## config.mk

```make
export PLATFORM = sky130hd
export DESIGN_NAME = fpmult_iter_radix
export DESIGN_NICKNAME = d
export VERILOG_FILES = /design/src/rtl/fpmult_pkg.sv /design/src/rtl/fpmult_digit.sv /design/src/rtl/fpmult_iter_radix.sv
export SDC_FILE = /design/constraint.sdc
export NUM_CORES = 1
export LEC_CHECK = 0
export CAP_MARGIN = 5
export CORE_MARGIN = 4
export CORE_UTILIZATION = 41
export CTS_CLUSTER_SIZE = 8
export DETAILED_ROUTE_END_ITERATION = 8
export GPL_ROUTABILITY_DRIVEN = 0
export PLACE_DENSITY_LB_ADDON = 0.15
export RECOVER_POWER = 100
export SYNTH_ARGS = -nofsm -noshare
export SYNTH_HDL_FRONTEND = slang
export SYNTH_SLANG_ARGS = --single-unit
```

## constraint.sdc

```tcl
create_clock -name clk -period 25.1 [get_ports clk]
set_clock_uncertainty 0.15 [all_clocks]
set_input_delay 3.765 -clock clk [delete_from_list [all_inputs] [get_ports clk]]
set_output_delay 3.765 -clock clk [all_outputs]
set_load 0.05 [all_outputs]
```

## src/rtl/fpmult_pkg.sv

```systemverilog
// Shared types and width helpers for the iterative radix-2^k fixed-point multiplier.
package fpmult_pkg;

    typedef enum logic [1:0] {
        ST_IDLE = 2'd0,
        ST_CALC = 2'd1,
        ST_DONE = 2'd2
    } state_e;

    function automatic int num_digits(input int n, input int k);
        return n / k;
    endfunction

    function automatic int acc_width(input int n);
        return 2 * n;
    endfunction

    function automatic int cnt_width(input int n, input int k);
        return (n / k > 1) ? $clog2(n / k) : 1;
    endfunction

endpackage

```

## src/rtl/fpmult_digit.sv

```systemverilog
// One radix-2^k step: adds a * digit, weighted by 2^(k*cnt), into the 2n-bit accumulator.
module fpmult_digit
    import fpmult_pkg::*;
#(
    parameter int n    = 32,
    parameter int k    = 4,
    parameter int sign = 1,
    parameter int CW   = 3
) (
    input  logic [n-1:0]              a_i,
    input  logic [k-1:0]              digit_i,
    input  logic [CW-1:0]             cnt_i,
    input  logic [acc_width(n)-1:0]   acc_i,
    input  logic                      last_i,
    output logic [acc_width(n)-1:0]   acc_o
);

    localparam int AW = acc_width(n);

    logic [AW-1:0] a_ext;
    logic [AW-1:0] pp;
    logic [AW-1:0] corr;
    logic [31:0]   shamt;

    always_comb begin
        a_ext = (sign != 0) ? {{n{a_i[n-1]}}, a_i} : {{n{1'b0}}, a_i};
        pp    = a_ext * AW'(digit_i);
        // Top digit of a signed multiplier: its MSB weighs -2^(k-1), so remove 2*2^(k-1)*a.
        corr  = '0;
        if (sign != 0 && last_i && digit_i[k-1])
            corr = a_ext << k;
        shamt = k * 32'(cnt_i);
        acc_o = acc_i + ((pp - corr) << shamt);
    end

endmodule

```

## src/rtl/fpmult_iter_radix.sv

```systemverilog
// Iterative fixed-point multiplier, k multiplier bits per cycle, valid/ready on both sides.
// Define FPMULT_SATURATE_EN to clamp out-of-range results instead of wrapping.
module fpmult_iter_radix
    import fpmult_pkg::*;
#(
    parameter int n     = 32,
    parameter int d     = 16,
    parameter int sign  = 1,
    parameter int k     = 4,
    parameter int round = 0
) (
    input  logic         clk,
    input  logic         reset,
    input  logic         recv_val,
    output logic         recv_rdy,
    input  logic [n-1:0] a,
    input  logic [n-1:0] b,
    output logic         send_val,
    input  logic         send_rdy,
    output logic [n-1:0] c
);

    localparam int ND  = num_digits(n, k);
    localparam int CW  = cnt_width(n, k);
    localparam int AW  = acc_width(n);
    localparam int RSH = (d > 0) ? d - 1 : 0;
    localparam logic [AW-1:0] RVAL = (round != 0 && d > 0) ? (AW'(1) << RSH) : '0;

    if (k <= 0 || (n % k) != 0) begin : g_bad_k
        $error("fpmult_iter_radix: k must divide n");
    end
    if (d < 0 || d >= n) begin : g_bad_d
        $error("fpmult_iter_radix: d must satisfy 0 <= d < n");
    end

    state_e          state_q, state_d;
    logic [n-1:0]    a_q, a_d;
    logic [n-1:0]    b_q, b_d;
    logic [AW-1:0]   acc_q, acc_d;
    logic [CW-1:0]   cnt_q, cnt_d;
    logic [n-1:0]    c_q, c_d;

    logic [k-1:0]    digit;
    logic            last;
    logic [AW-1:0]   acc_nxt;
    logic [n-1:0]    res;

    assign digit = k'(b_q >> (k * 32'(cnt_q)));
    assign last  = (cnt_q == CW'(ND - 1));

    fpmult_digit #(
        .n    (n),
        .k    (k),
        .sign (sign),
        .CW   (CW)
    ) u_digit (
        .a_i     (a_q),
        .digit_i (digit),
        .cnt_i   (cnt_q),
        .acc_i   (acc_q),
        .last_i  (last),
        .acc_o   (acc_nxt)
    );

`ifdef FPMULT_SATURATE_EN
    if (sign != 0) begin : g_sat_s
        // In range only when every bit from n+d-1 upward is a copy of the sign.
        logic [AW-n-d:0] hi;
        assign hi  = acc_nxt[AW-1:n+d-1];
        assign res = (&hi || ~|hi) ? acc_nxt[n+d-1:d]
                   : (acc_nxt[AW-1] ? {1'b1, {(n-1){1'b0}}} : {1'b0, {(n-1){1'b1}}});
    end else begin : g_sat_u
        logic [AW-n-d-1:0] hi;
        assign hi  = acc_nxt[AW-1:n+d];
        assign res = (|hi) ? {n{1'b1}} : acc_nxt[n+d-1:d];
    end
`else
    assign res = acc_nxt[n+d-1:d];
`endif

    always_comb begin
        state_d = state_q;
        a_d     = a_q;
        b_d     = b_q;
        acc_d   = acc_q;
        cnt_d   = cnt_q;
        c_d     = c_q;
        unique case (state_q)
            ST_IDLE: begin
                if (recv_val) begin
                    a_d     = a;
                    b_d     = b;
                    acc_d   = RVAL;
                    cnt_d   = '0;
                    state_d = ST_CALC;
                end
            end
            ST_CALC: begin
                acc_d = acc_nxt;
                cnt_d = cnt_q + 1'b1;
                if (last) begin
                    state_d = ST_DONE;
                    cnt_d   = '0;
                    c_d     = res;
                end
            end
            ST_DONE: begin
                if (send_rdy)
                    state_d = ST_IDLE;
            end
            default: state_d = ST_IDLE;
        endcase
    end

    always_ff @(posedge clk) begin
        if (reset) begin
            state_q <= ST_IDLE;
            a_q     <= '0;
            b_q     <= '0;
            acc_q   <= '0;
            cnt_q   <= '0;
            c_q     <= '0;
        end else begin
            state_q <= state_d;
            a_q     <= a_d;
            b_q     <= b_d;
            acc_q   <= acc_d;
            cnt_q   <= cnt_d;
            c_q     <= c_d;
        end
    end

    assign recv_rdy = (state_q == ST_IDLE);
    assign send_val = (state_q == ST_DONE);
    assign c        = c_q;

endmodule
```

=== After elaboration in Yosys (flattened, before gate mapping) ===
Cells that the tools add are included.

* Input bits: 68
* Output and inout port bits: 34
* Register bits after elaboration: 165

* Reductions and logical operators: 7
* Add/sub/neg operators: 3
* Muxes and demuxes: 10
* $mul: 1
* Shifts and indexed selects: 2
* Eq/ne operators: 6

{| class="wikitable"
|+ Operators by type and width
! kind !! count
|-
| 64-bit two-way mux || 2
|-
| 64-bit one-hot mux with 2 select lines || 1
|-
| 64-bit adder || 1
|-
| 64-bit by 5-bit left shift with 64-bit output || 1
|-
| 64-bit subtractor || 1
|-
| 32-bit by 5-bit multiplier with 37-bit output || 1
|-
| 32-bit by 5-bit >> shifter with 4-bit output || 1
|-
| 2-bit two-way mux || 3
|-
| 3-bit two-way mux || 2
|-
| 2-bit one-hot mux with 3 select lines || 1
|-
| 3-bit one-hot mux with 2 select lines || 1
|-
| 2-bit AND reduction || 3
|-
| 2-bit inequality test, second input constant || 2
|-
| 3-bit by 1-bit adder with 3-bit output, second input constant || 1
|-
| 3-bit == test, second input constant || 1
|-
| 3-bit AND reduction || 1
|-
| 2-bit by 1-bit == test with 1-bit output, second input constant || 1
|-
| 2-bit == test, second input constant || 1
|-
| 2-bit logical NOT || 1
|-
| 2-bit by 1-bit inequality test with 1-bit output, second input constant || 1
|-
| 2-bit nonzero test || 1
|-
| 1-bit logical AND || 1
|}

=== Depth between registers and ports, before layout ===
* Word-level depth: 7
* Mapped depth: 49
* Depth with buffers taken out: 44

=== Hierarchy ===
From an unflattened synthesis, not the netlist that was laid out.

* Cells, all modules: 2389
* Area, all modules: 17894.7 um2

{| class="wikitable"
|+ By module, submodules not included
! module !! instances !! cells an instance !! area an instance (um2)
|-
| fpmult_digit || 1 || 1645 || 11851.4
|-
| fpmult_iter_radix || 1 || 744 || 6043.3
|}

=== Worst setup path before layout ===
No wires, ideal clock.

* Path kind: register -> register
* From: reg cnt_q[0]
* To: reg c_q[31], in the netlist c[31]
* Data arrival time: 10.106 ns
* Cell stages (with the launch flop): 48
* Slack: 14.781 ns
* Library setup time: 0.063 ns
* Buffers on the path: 4
* Path through: dfxtp_1 -> clkbuf_1 -> buf_1 -> mux4_2 -> mux2i_1 -> clkbuf_1 -> nor2b_1 -> ha_1 -> inv_1 -> fa_1 -> fa_1 -> inv_1 -> ha_1 -> a21oi_1 -> o211a_1 -> nor2_1 -> a211oi_1 -> nor2b_1 -> [... 12 more ...] -> a221o_1 -> o31ai_4 -> xnor2_1 -> mux4_2 -> nand2_1 -> o21ai_1 -> ha_1 -> a211oi_1 -> o211ai_1 -> nor2_1 -> o211ai_1 -> a41oi_1 -> o21ai_0 -> a31o_2 -> a21oi_1 -> xor2_1 -> or4_1 -> nand3_1

* Word-level cells in the longest chain between the ends: 6
* Elaborated cells between the ends (all ways): 9
* Classes of those cells: add/sub: 2; mul: 1; eq/ne: 1; shift: 2; mux: 1; reduce/logical: 2

{| class="wikitable"
|+ RTL lines
! element !! line !! source
|-
| start, declared || fpmult_iter_radix.sv:40 || <nowiki>logic [CW-1:0] cnt_q, cnt_d;</nowiki>
|-
| start signal, assigned || fpmult_iter_radix.sv:128 || <nowiki>cnt_q <= cnt_d;</nowiki>
|-
| branches (longest 6 deep; another with 64-bit subtractor) || - ||
|-
| end signal, assigned || fpmult_iter_radix.sv:122 || <nowiki>c_q <= '0;</nowiki>
|-
| end signal, assigned || fpmult_iter_radix.sv:129 || <nowiki>c_q <= c_d;</nowiki>
|-
| end, declared || fpmult_iter_radix.sv:41 || <nowiki>logic [n-1:0] c_q, c_d;</nowiki>
|}

Parallel ways; which one is timed is not known.
A chain may end at the register's enable or synchronous reset.

=== Final worst setup path ===
* From: reg cnt_q[0]
* To: reg c_q[22], in the netlist c[22]

Same word-level chain as after synthesis.

==> flow_summary_export.csv <==
group,metric,value,unit
run_status,status,"finished with violations",
run_status,violations,"capacitance limit, slew limit",
clocking,ctsRootBufferMaster,"clkbuf_16",
yosys,synth_warnings,0,
yosys,yosys.area.top_type,"dfxtp_1",
yosys,avgSynthCellArea,7.502,um^2
drt,drtIter0Drc,875,
timing,whs,0.3031,ns
layout,num-nets-final,2418,
yosys,synth_xor_area_share,5.625,%
clocking,hold_buffers,0,
clocking,cts_max_level,4,
worst_setup_path,timing.critical_path.slowest_stage_cell,"mux2i_1",
yosys,syn_nets,2387,
worst_setup_path,rrSetupSlack,10.37,ns
worst_setup_path,cp_top_family,"compound AO/OA/AOI/OAI gates",
worst_setup_path,cp_max_fo,54,
die,dieArea,0.04155,mm^2
drt,drt-pass1-iter-count,5,
worst_setup_path,crit_type,"register to register",
clocking,cts-buffers-inserted,17,
yosys,ys_async_sr_fraction,0,%
timing,rsz0062_at_grt,"false",
drt,avgViaCountPerCell,5.482,
yosys,synth-compound-area-share,22.14,%
die,die_w,203.8,um
yosys,seq_area_frac_synth,18.97,%
die,die-height,203.8,um
yosys,synth_top_family_by_area,"simple AND/OR/NAND/NOR gates",
timing,period_minus_slack,14.73,ns
worst_setup_path,crit_path_start_kind,"register",
pwr,leakage,8.032,nW
worst_setup_path,worst-path-buf-inv,3,
timing,fin_tns_setup,0,ns
worst_setup_path,endpoint_kind,"register",
yosys,synthDistinctLibCells,72,
layout,postLayoutCoreUtil,46.88,%
pwr,powerDensity,68.70,mW/mm^2
layout,fill_cells,3835,
die,ios,102,
global_route,grt_pass1_vias,14300,
drt,wirelength,44.10,mm
placement,numPortBuffers,101,
clocking,post_cts_resized,0,
timing,max_slew_margin,-139.6,%
drt,wl_per_cell,16.64,um
yosys,netlist_instances,2096,
run,max-cap-violations,4,
yosys,synthMuxAreaShare,3.883,%
clocking,cts_tree,"done",
die,core,0.03776,mm^2
timing,min_period_over_period,58.70,%
placement,placed_cell_area,0.01715,mm^2
pwr,power,1.216,mW
yosys,ys_seq_elements,149,
worst_setup_path,cpMostUsedCell,"o21ai_0",
global_route,grt-ovfl-total,0,
global_route,grt_usage,21.31,%
yosys,synth_top_flop_cell,"dfxtp_1",
global_route,grt_start_max_net_pins,97,
global_route,antenna_found_initial,0,
yosys,synthAdderAreaFrac,20.94,%
worst_setup_path,max_stage_delay,2.13,ns
timing,setup_ws,10.37,ns
global_route,grt_pass1_wl,73.26,mm
die,rows,71,
clocking,cts_sinks,149,
worst_setup_path,arrival,14.93,ns
placement,pre_cts_slack,13.52,ns
clocking,clk_path_buf_depth,2,
yosys,synth_area_leaders,"dfxtp_1 19%, ha_1 12%, fa_1 8.5%",
timing,final_max_slew_viol_count,222,
yosys,synth_edf_count,0,
timing,setup_viol,0,
worst_setup_path,critPathRequiredTime,25.29,ns
clocking,clk_latency,0.45,ns
layout,final_area,0.01770,mm^2
drt,vias,14530,
die,start_util,41.65,%
layout,diodes,0,
timing,timing.fmax,0.06787,GHz
drt,postRouteAntennaNets,0,
yosys,synth_top_area_share,18.97,%
yosys,syn_area,0.01573,mm^2
placement,placed_cells,2619,
yosys,synth-simple-area-share,22.19,%
clocking,clkTransAtPathRegs,0.07,ns
timing,max_slew.worst_pin.slew,3.594,ns
layout,synthToLayoutAreaGrowth,12.56,%
layout,drive_gt1_share,3.785,%
pwr,vdd_drop_max,55.27,uV
hold_path,worstHoldPathType,"register to register",
layout,final_cells,2651,
placement,detailed_place_hpwl,33.21,mm
timing,hold_violations,0,
clocking,cts_setup_buffers,0,
drt,drc,0,
-- final timing paths --
check | from | end | depth (start not counted)
setup / recovery | cnt_q[0] | c[22] | 42
hold / removal | c[25] | c[25] | 2
setup reg to reg | cnt_q[0] | c[22] | 42
hold reg to reg | c[25] | c[25] | 2
-- worst reg2reg max path: cells and delay by family, from the launching register on --
| kind | cells | cell delay (ns) |
|---|---|---|
| AND/OR/NAND/NOR | 8 | 1.20 |
| XOR/XNOR | 2 | 0.19 |
| multiplexers | 2 | 2.86 |
| adder cells (fa/ha/maj) | 6 | 2.59 |
| flip-flops | 1 | 0.31 |
| AO/OA/AOI/OAI | 21 | 5.32 |
| buffers and inverters | 3 | 1.96 |
-- cells by family after synthesis --
family / count (synthesis)
and+or+nand+nor: 752
AOI/OAI and AO/OA: 562
buffers and inverters: 262
adders and majority gates: 223
DFF: 149
xor gates and xnor gates: 101
muxes: 47
-- Yosys cell counts, drive strengths merged (4+ instances only) --
library cell  number
a211oi            18
a21boi             5
a21o              63
a21oi            235
a22o              10
a22oi              4
a31oi             23
and2              14
and3              19
buf               21
clkbuf            83
dfxtp            149
fa                67
ha               156
inv              158
mux2              12
mux2i             25
mux4              10
nand2            341
nand2b            24
nand3             58
nand4             23
nor2             113
nor2b            106
nor3              24
o211ai            20
o21a              21
o21ai             92
o21bai            10
o22ai              6
o31ai              9
or2                5
or3               10
or4                5
xnor2             68
xor2              33
-- sequential cells by signal (all words and copies together) (netlist names) --
| register | flops |
|---|---|
| acc_q | 48 |
| b_q | 32 |
| state_q | 2 |
| c | 32 |
| cnt_q | 3 |
| a_q | 32 |
-- power by group --
| group | leakage (nW) | internal (mW) | switching, mW |
|---|---|---|---|
| clock network | 0.279 | 0.145 | 0.110 |
| logic | 6.54 | 0.259 | 0.426 |
| registers | 1.22 | 0.258 | 0.0176 |
| total | 8.03 | 0.662 | 0.554 |
-- metal layers --
layer	vias up	share of wire [%]	track usage, %
li1	7293	-	-
met4	0	1.4	4.939
met1	6982	49	29.32
met5	-	0	0
met3	36	3.2	3.094
met2	221	47	35.58
-- layout make-up --
cell class	instances	area, um^2	share of cell area, %
Multi-Input combinational cell	1685	11800	66.68
Tap cell	511	639.4	3.612
Sequential cell	149	2985	16.87
Clock inverter	9	91.34	0.5160
Clock buffer	23	478.0	2.700
Timing Repair Buffer	116	1110	6.270
Inverter	158	593.1	3.351
-- placed cells by master, fill, tap and decap left out, drive strengths merged, types with 19 or more instances in the layout --
master	synthesis	routed
nand3	58	58
nor3	24	24
xnor2	68	68
inv	158	161
nand2	341	341
nand4	23	23
o211ai	20	20
fa	67	67
and3	19	19
clkdlybuf4s50	0	66
mux2i	25	25
xor2	33	33
clkbuf	83	26
a21oi	235	235
o21a	21	21
nor2	113	113
nor2b	106	106
nand2b	24	24
ha	156	156
o21ai	92	92
dlygate4sd3	0	34
a31oi	23	23
dfxtp	149	149
a21o	63	63
Note: power is estimated with default switching activity, not from simulation.
